$ cat src/rtl/branch_predictor_pkg.sv
// bp_pkg: shared counter encodings, reset value and index-width helper for the branch predictor
package bp_pkg;
  localparam logic [1:0] BP_SNT = 2'b00;
  localparam logic [1:0] BP_WNT = 2'b01;
  localparam logic [1:0] BP_WT = 2'b10;
  localparam logic [1:0] BP_ST = 2'b11;
  localparam logic [1:0] BP_CTR_RST = BP_WNT;
  function automatic int bp_idx_w(input int depth);
    return $clog2(depth);
  endfunction
endpackage

$ cat src/rtl/branch_predictor_sat_ctr.sv
// bp_sat_ctr: next state of a 2-bit saturating direction counter
module bp_sat_ctr
  import bp_pkg::*;
(
  input  logic [1:0] ctr_i,
  input  logic       taken_i,
  output logic [1:0] ctr_o
);
  // step toward the resolved direction, holding at either end
  always_comb begin
    ctr_o = taken_i ? ((ctr_i == BP_ST) ? BP_ST : ctr_i + 2'd1)
                    : ((ctr_i == BP_SNT) ? BP_SNT : ctr_i - 2'd1);
  end
endmodule

$ cat src/rtl/branch_predictor.sv
// branch_predictor: 2-bit counter PHT direction predictor; define BP_GSHARE_EN to hash a global history into the index
module branch_predictor
  import bp_pkg::*;
#(
  parameter int PHT_DEPTH = 64,
  parameter int GHR_BITS = 6,
  localparam int IDX = bp_idx_w(PHT_DEPTH)
) (
  input  logic           clk,
  input  logic           rst,
  input  logic [31:0]    q_pc,
  input  logic           q_is_branch,
  output logic           q_taken,
  output logic [IDX-1:0] q_index,
  input  logic           u_valid,
  input  logic [IDX-1:0] u_index,
  input  logic           u_pred_taken,
  input  logic           u_taken,
  output logic           mispredict
);
  logic [1:0] pht_q [PHT_DEPTH];
  logic [1:0] ctr_d;
  logic       unused_pc;
  assign unused_pc = ^{q_pc[31:IDX+2], q_pc[1:0]};
`ifdef BP_GSHARE_EN
  logic [GHR_BITS-1:0] ghr_q;
  // history advances only on resolved branches, alongside the table write
  always_ff @(posedge clk or posedge rst) begin
    if (rst) ghr_q <= '0;
    else if (u_valid) ghr_q <= (ghr_q << 1) | GHR_BITS'(u_taken);
  end
  assign q_index = q_pc[IDX+1:2] ^ IDX'(ghr_q);
`else
  assign q_index = q_pc[IDX+1:2];
`endif
  // prediction reads the registered table, so a same-cycle update is not seen
  assign q_taken = q_is_branch & pht_q[q_index][1];
  assign mispredict = u_valid & (u_taken != u_pred_taken);
  bp_sat_ctr u_ctr (
    .ctr_i  (pht_q[u_index]),
    .taken_i(u_taken),
    .ctr_o  (ctr_d)
  );
  // flop-array PHT so reset can clear every entry at once
  always_ff @(posedge clk or posedge rst) begin
    if (rst) for (int i = 0; i < PHT_DEPTH; i++) pht_q[i] <= BP_CTR_RST;
    else if (u_valid) pht_q[u_index] <= ctr_d;
  end
endmodule

$ cat config.mk
export PLATFORM = sky130hd
export DESIGN_NAME = branch_predictor
export DESIGN_NICKNAME = d
export VERILOG_FILES = /design/src/rtl/branch_predictor_pkg.sv /design/src/rtl/branch_predictor_sat_ctr.sv /design/src/rtl/branch_predictor.sv
export SDC_FILE = /design/constraint.sdc
export NUM_CORES = 1
export LEC_CHECK = 0
export CORE_ASPECT_RATIO = 0.6
export CORE_MARGIN = 2
export CORE_UTILIZATION = 45
export DETAILED_ROUTE_END_ITERATION = 8
export DONT_BUFFER_PORTS = 1
export GPL_TIMING_DRIVEN = 0
export RECOVER_POWER = 50
export SYNTH_ARGS = -nofsm -noshare
export SYNTH_HDL_FRONTEND = slang
export SYNTH_SLANG_ARGS = --single-unit
$ cat constraint.sdc
create_clock -name clk -period 7.8 [get_ports clk]
set_input_delay 1.17 -clock clk [delete_from_list [all_inputs] [get_ports clk]]
set_output_delay 1.17 -clock clk [all_outputs]
set_load 0.02 [all_outputs]
After elaboration in Yosys (flattened, before gate mapping). Index checks and enable logic that the tools add are counted.

Bits in registers: 128. Input port bits: 44.

Add/subtract/negate cells: 2. $lt $le $gt $ge: 3. Eq/ne operators: 2. Mux-type cells: 12. Bitwise gates (word level): 4. Reduce and logical (&&, ||, !) cells: 2.

Operators with widths (number): bitwise mux 128 bit (1); binary-select mux 2 bit (select 6 bit) (2); 2-to-1 mux 2 bit (8); >= comparator 7 bit (second input constant) (2); inverter 6 -> 7 bit (2); demux 2 bit (select 6 bit) (1); < comparator 7 x 1 -> 1 bit (second input constant) (1); adder 2 x 1 -> 2 bit (second input constant) (1); AND 1 bit (2); equality test 2 bit (second input constant) (1); zero test 2 bit (1); subtractor 2 x 1 -> 2 bit (second input constant) (1); logical AND 1 bit (1); != test 1 bit (1).

Longest topological paths before layout. Gate-level depths: netlist (run 1).

Depth after elaboration: 8. Mapped depth: 11.

By module. Synthesis (run 1) repeated with hierarchy kept, for this count alone.

Cells, all modules: 550. Area, all modules: 7045.5 sq um.

By module, submodules not included: branch_predictor (times used 1, cells each 547, area each 7019.2 sq um, sequential area each 3283.1 sq um); bp_sat_ctr (times used 1, cells each 3, area each 26.3 sq um, sequential area each 0.0 sq um).

Worst setup path before layout (run 1). Ideal clock, no wire load.

Kind: input port to output port. From: in q_pc[2]. To: out q_taken. Arrival time: 3.542 ns. Slack: 3.088 ns. Stages on the path: 6. Path buffers: 2. Cells stage by stage: clkbuf_1 -> buf_2 -> mux4_2 -> mux4_2 -> mux4_2 -> and2_1.

Word-level cells in the longest chain between the ends: 5.

RTL lines: from (decl) (RTL line branch_predictor.sv:11) `input logic [31:0] q_pc,`; inverter 6 -> 7 bit (implied by the code) (RTL line branch_predictor.sv:37) `assign q_taken = q_is_branch & pht_q[q_index][1];`; binary-select mux 2 bit (select 6 bit) (RTL line branch_predictor.sv:37); 2-to-1 mux 2 bit (implied by the code) (2 in a row) (RTL line branch_predictor.sv:37); AND 1 bit (RTL line branch_predictor.sv:37); to (decl) (RTL line branch_predictor.sv:13) `output logic q_taken,`.

Every way passes these cells. The select of a mux whose other input is x is not followed.

Final worst setup path (run 1). Ends and elaborated chain as after synthesis.

==> results of run 1 <==
==> per-layer routing <==
layer | part of all wire, % | vias up
met3 | 8.7 | 41
li1 | - | 2189
met5 | 0 | -
met1 | 45 | 2572
met4 | 2.2 | 0
met2 | 44 | 212
==> per-stage QoR <==
step                      hold WS, ps  instances  instance area (sq um)  power (W)
after floorplan                   455        592                   6820   0.000993
after global placement            463        790                   7060    0.00106
after detailed placement          470        791                   7100    0.00108
after CTS                         479        823                   7720    0.00192
after global routing              490        823                   7710    0.00198
final                             475        823                   7710    0.00192
==> cell type report <==
| cell class | instances | area (sq um) |
|---|---|---|
| flip-flops and latches | 128 | 3280 |
| clock inverters | 11 | 154 |
| well taps | 198 | 248 |
| inverters | 5 | 20.0 |
| clock buffers | 21 | 470 |
| plain buffers | 42 | 235 |
| repair buffers | 1 | 27.5 |
| fillers | 1302 | 6930 |
| multi-input cells | 417 | 3270 |
==> cell usage in the layout (no fill, tap or decap), types with 4 or more instances in the layout <==
master	n
mux4_2	36
nand3_1	5
a22oi_1	8
o21ai_0	67
clkinvlp_4	5
mux2_2	74
dfrtp_1	64
clkbuf_16	17
clkbuf_1	20
and3_1	5
dfstp_2	64
buf_2	11
nor2_1	11
a31oi_1	4
buf_6	7
a22o_1	4
mux2i_1	11
nor2b_1	7
nand2_1	137
==> where the power goes <==
part / internal [W] / leakage, nW / switching [W]
Clock: 0.000530 / 0.289 / 0.000312
Sequential: 0.000771 / 1.55 / 0.0000479
Combinational: 0.000108 / 1.32 / 0.000147
Total: 0.00141 / 3.16 / 0.000507
==> worst max-delay path, delay by kind of cell <==
family        cells  cell delay [ps]
mux               3             1610
buf+inv           2             1020
simple gates      1              240
==> worst min-delay path by stage <==
stage	to	slack, ps	cells after the start
2_1_floorplan	pht_q[94]$_DFFE_PP1P_	450	2
6_report	pht_q[28]$_DFFE_PP1P_	480	2
3_5_place_dp	pht_q[58]$_DFFE_PP1P_	470	2
3_3_place_gp	pht_q[100]$_DFFE_PP1P_	460	2
4_1_cts	pht_q[58]$_DFFE_PP1P_	480	2
5_1_grt	pht_q[28]$_DFFE_PP1P_	490	2
==> cell families after synthesis <==
family | Yosys count | synth area share (%)
DFF | 128 | 48.2
and+or+nand+nor | 183 | 11.6
xor gates and xnor gates | 1 | 0.129
adders and majority gates | 1 | 0.165
muxes | 121 | 25.7
AOI/OAI and AO/OA | 111 | 10.3
buffers and inverters | 47 | 3.95
==> flow_metrics.tcl, run 1 <==
set metrics [dict create \
    drt-wirelength-per-cell_um 24.1 \
    yosysWarnings 0 \
    cpMaxStageDelayCell "mux4_2" \
    synth-edff-count 0 \
    grt_use_met1_pct 37.9 \
    portBuffers 0 \
    antenna_found_initial 0 \
    grt_max_degree 72 \
    max-cap-violations 1 \
    synth_area_leaders "dfstp_2 25%, dfrtp_1 23%, mux2_2 12%" \
    finalCritPeriodShare_pct 66.8 \
    rsz0062_at_grt "false" \
    gr-total-overflow 0 \
    async_flop_share_pct 100 \
    ys_seq_area_share_pct 48.2 \
    worst_pin_slew_ps 2550 \
    drc_errors 0 \
    min_period_ps 5210 \
    finish.utilization_pct 52.7 \
    crit_type "in2out" \
    maxSlewViolCount 58 \
    drive_gt1_share_pct 37.4 \
    slew_headroom_pct -70.8 \
    synthesis.area_sq_um 6820 \
    grt_use_met3_pct 6.13 \
    largestRegisters "pht_q x128" \
    pin_count 52 \
    cp_max_fo 10 \
    diodes 0 \
    violations "max-capacitance violations, max-slew violations" \
    synthCells 592 \
    ant_nets 0 \
    vias 5014 \
    critical-path-max-stage-delay_ps 610 \
    setup_viol 0 \
    ys_types 51 \
    synth_flop_cell "dfstp_2" \
    path_cells "clkbuf_1 > buf_2 > mux4_2 > mux4_2 > mux4_2 > and2_1" \
    die_area_sq_um 16200 \
    post_cts_buffers 0 \
    cp-start-kind "input port" \
    synth.largest_area_cell "dfstp_2" \
    first_global_vias 5119 \
    cts_tree "built" \
    area.growth.synth_to_final_pct 13.1 \
    track_usage_pct 25.9 \
    r2r_cells 8 \
    leakage_nw 3.16 \
    first_iter_violations 633 \
    cts_buffers 17 \
    worst_slack_ps 2590 \
    cts_sinks 128 \
    cp-startpoint "q_pc[2]" \
    synth_common_cells "137 x nand2_1, 74 x mux2_2, 67 x o21ai_0" \
    clock.fmax_mhz 192 \
    hold_start "pht_q[28]$_DFFE_PP1P_" \
    nets 656 \
    dr.pass1.iters 6 \
    synth_nets 636 \
    finClkSkew_ps 8.63 \
    core_area_sq_um 14600 \
    r2r_start "pht_q[121]$_DFFE_PP0P_" \
    vdd_drop_max_mv 0.137 \
    hpwl_um 13900 \
    r2r-end "pht_q[68]$_DFFE_PP1P_" \
    cts_root_buf "clkbuf_16" \
    clkLatencyLatePin_ps 420 \
    hold_viol_final 0 \
    yosysMostFrequentCell "nand2_1" \
    crit_required_ps 6630 \
    start_util_pct 46.6 \
    num_rows 34 \
    setup_tns_ps 0 \
    hold_path_class "reg2reg" \
    cp.arrival_ps 4040 \
    clk_path_buf_depth 2 \
    rrSetupSlack_ps 4620 \
    top_register "pht_q" \
    synth_top_cell_area_share_pct 24.7 \
    endpoint_kind "primary output" \
    grt_pass1_wl_um 30600 \
    use_met2_pct 38.2 \
    avgSynthCellArea_sq_um 11.5 \
    fp.dieW_um 163 \
    viasPerCell 6.09 \
    dieHeight_um 99.3 \
    endpoint "q_taken" \
    wirelength_um 19800 \
    largest_register_ffs 128 \
    cts_resized 0 \
    crit_path_frequent_cell "mux4_2" \
    gp_congestion 0.899 \
    status "finished, violations left" \
    ys_seq_elements 128 \
    p_per_area_nw_per_um2 249 \
    hold_buffers 0 \
    top_usage_layer "met2" \
    dp_slack_ps 2560 \
    htreeDepth 4 \
    cts.reportedPaths.clkPinSlew_ps 60 \
]
No activity file was read; power rests on OpenSTA's default activity.
==> inputs of run 2 (changes only) <==
==> constraint.sdc (replaced) <==
create_clock -name clk -period 4.8 [get_ports clk]
set_input_delay 0.72 -clock clk [delete_from_list [all_inputs] [get_ports clk]]
set_output_delay 0.72 -clock clk [all_outputs]
set_load 0.02 [all_outputs]
==> run 2 against run 1 <==
  * The run still ends with max-capacitance violations, max-slew violations left
  * Setup slack got worse by 2100 ps
  * Sequential cell count did not move
  * Non-clock buffer count did not move
  * Via count fell by 0.16%
  * Count of clock-buffer cells in the layout did not move
  * Routed wire length fell by 0.19%
  * Final area fell by 0.29%
  * Register-to-register slack got worse by 3100 ps
  * Critical path type unchanged
==> flow_metrics.tcl, run 2 (synthesized netlist as in run 1, its figures left out) <==
set metrics [dict create \
    slew_headroom_pct -64.4 \
    post_cts_buffers 0 \
    ant_nets 0 \
    cts_root_buf "clkbuf_16" \
    rsz0062_at_grt "false" \
    worst_pin_slew_ps 2450 \
    dr.pass1.iters 5 \
    grt_pass1_wl_um 30600 \
    gr-total-overflow 0 \
    maxSlewViolCount 131 \
    status "finished, violations left" \
    violations "max-capacitance violations, max-slew violations" \
    critical-path-max-stage-delay_ps 610 \
    vias 5006 \
    cts_resized 0 \
    multi_input_area_sq_um 3270 \
    cpMaxStageDelayCell "mux4_2" \
    cp_max_fo 10 \
    endpoint_kind "primary output" \
    hold_start "pht_q[58]$_DFFE_PP1P_" \
    htreeDepth 4 \
    grt_max_degree 72 \
    gp_congestion 0.899 \
    cp-start-kind "input port" \
    final_area_sq_um 7680 \
    max-cap-violations 2 \
    wirelength_um 19800 \
    p_per_area_nw_per_um2 405 \
    viasPerCell 6.08 \
    crit_type "in2out" \
    path_cells "clkbuf_1 > buf_2 > mux4_2 > mux4_2 > mux4_2 > and2_1" \
    hold-path-cell-count 2 \
    cts.reportedPaths.clkPinSlew_ps 60 \
    antenna_found_initial 0 \
    cts_sinks 128 \
    cp-startpoint "q_pc[2]" \
    place_area_sq_um 7100 \
    nets 656 \
    crit_buf_inv 2 \
    cts_buffers 17 \
    area.growth.synth_to_final_pct 12.7 \
    clk_path_buf_depth 2 \
    final_cell_mix "137 x nand2_1, 74 x mux2_2, 67 x o21ai_0" \
    clock.fmax_mhz 232 \
    cp.arrival_ps 3580 \
    start_util_pct 46.6 \
    die_area_sq_um 16200 \
    pin_count 52 \
    finalPower_w 0.00311 \
    track_usage_pct 25.9 \
    drive_gt1_share_pct 37.4 \
    finClkSkew_ps 8.57 \
    path_delay_family "multiplexers" \
    vdd_drop_max_mv 0.219 \
    crit_path_frequent_cell "mux4_2" \
    r2r_start "pht_q[121]$_DFFE_PP0P_" \
    portBuffers 0 \
    largest_register_ffs 128 \
    leakage_nw 3.15 \
    top_register "pht_q" \
    drt-wirelength-per-cell_um 24.1 \
    min_period_ps 4300 \
    setup_viol 0 \
    hold_buffers 0 \
    first_iter_violations 658 \
    nFillCells 1305 \
    hold_viol_final 0 \
    r2r_cells 8 \
    layout_commonest_cell "nand2_1" \
    crit_cells 6 \
    core_area_sq_um 14600 \
    crit_required_ps 4080 \
    seqCellArea_sq_um 3280 \
    hpwl_um 13900 \
    dieHeight_um 99.3 \
    finalCritPeriodShare_pct 89.6 \
    hold_path_class "reg2reg" \
    drc_errors 0 \
    largestRegisters "pht_q x128" \
    clkLatencyLatePin_ps 420 \
    cts_tree "built" \
    diodes 0 \
    num_rows 34 \
    fp.dieW_um 163 \
    first_global_vias 5119 \
]
==> run 2: cell types whose count changed in the layout (fill, tap and decap cells not counted) <==
cell | previous run | this run
buf_16 | 1 | 0
clkbuf_2 | 0 | 1
==> run 2: report_power, final <==
part | switching, W | internal (W)
clock network | 0.000505 | 0.000862
registers | 0.0000778 | 0.00125
logic | 0.000239 | 0.000173
total | 0.000822 | 0.00229
==> run 2: path summary, 6_finish.rpt <==
path | to | slack (ps)
min reg2reg | pht_q[58]$_DFFE_PP1P_ | 480
max reg2reg | pht_q[68]$_DFFE_PP1P_ | 1570
max | q_taken | 500
max in group asynchronous | pht_q[73]$_DFFE_PP0P_ | 1390
min in group asynchronous | pht_q[7]$_DFFE_PP0P_ | 850
min | pht_q[58]$_DFFE_PP1P_ | 480
==> run 2: per-stage QoR <==
step | cells | util (%) | hold WS, ps | setup slack [ps] | TNS [ps]
floorplan | 592 | - | 455 | 773 | 0
global placement | 790 | 48.3 | 463 | -544 | -33870
detailed placement | 791 | 48.5 | 470 | 465 | 0
CTS | 823 | 52.8 | 230 | 457 | 0
global route | 823 | 52.5 | 490 | 416 | 0
finish | 823 | 52.5 | 476 | 498 | 0
==> run 2: worst reg2reg max path, delay by kind of cell, from the launching register on <==
kind                   cells  cell delay (ps)
muxes                      1              480
buffers and inverters      1              600
and+or+nand+nor            1              190
AOI/OAI and AO/OA          5             1470
DFF                        1              390
==> run 2: layout make-up <==
type | count | area share, %
buffer | 42 | 3.06
timing repair buffer | 1 | 0.0651
sequential | 128 | 42.7
inverter | 5 | 0.261
clock buffer | 21 | 6.12
tap | 198 | 3.22
multi-input combinational | 417 | 42.5
clock inverter | 11 | 2.00
==> run 2: metal layers <==
layer  share of wire [%]  routed length [um]  track usage, %  vias up
met5                   0                   0               0        -
met4                 2.2                 439            8.65        0
met3                 9.3                1830            6.13       46
met2                  44                8670            38.2      231
met1                  45                8870            37.9     2541
li1                    -                   -               -     2188
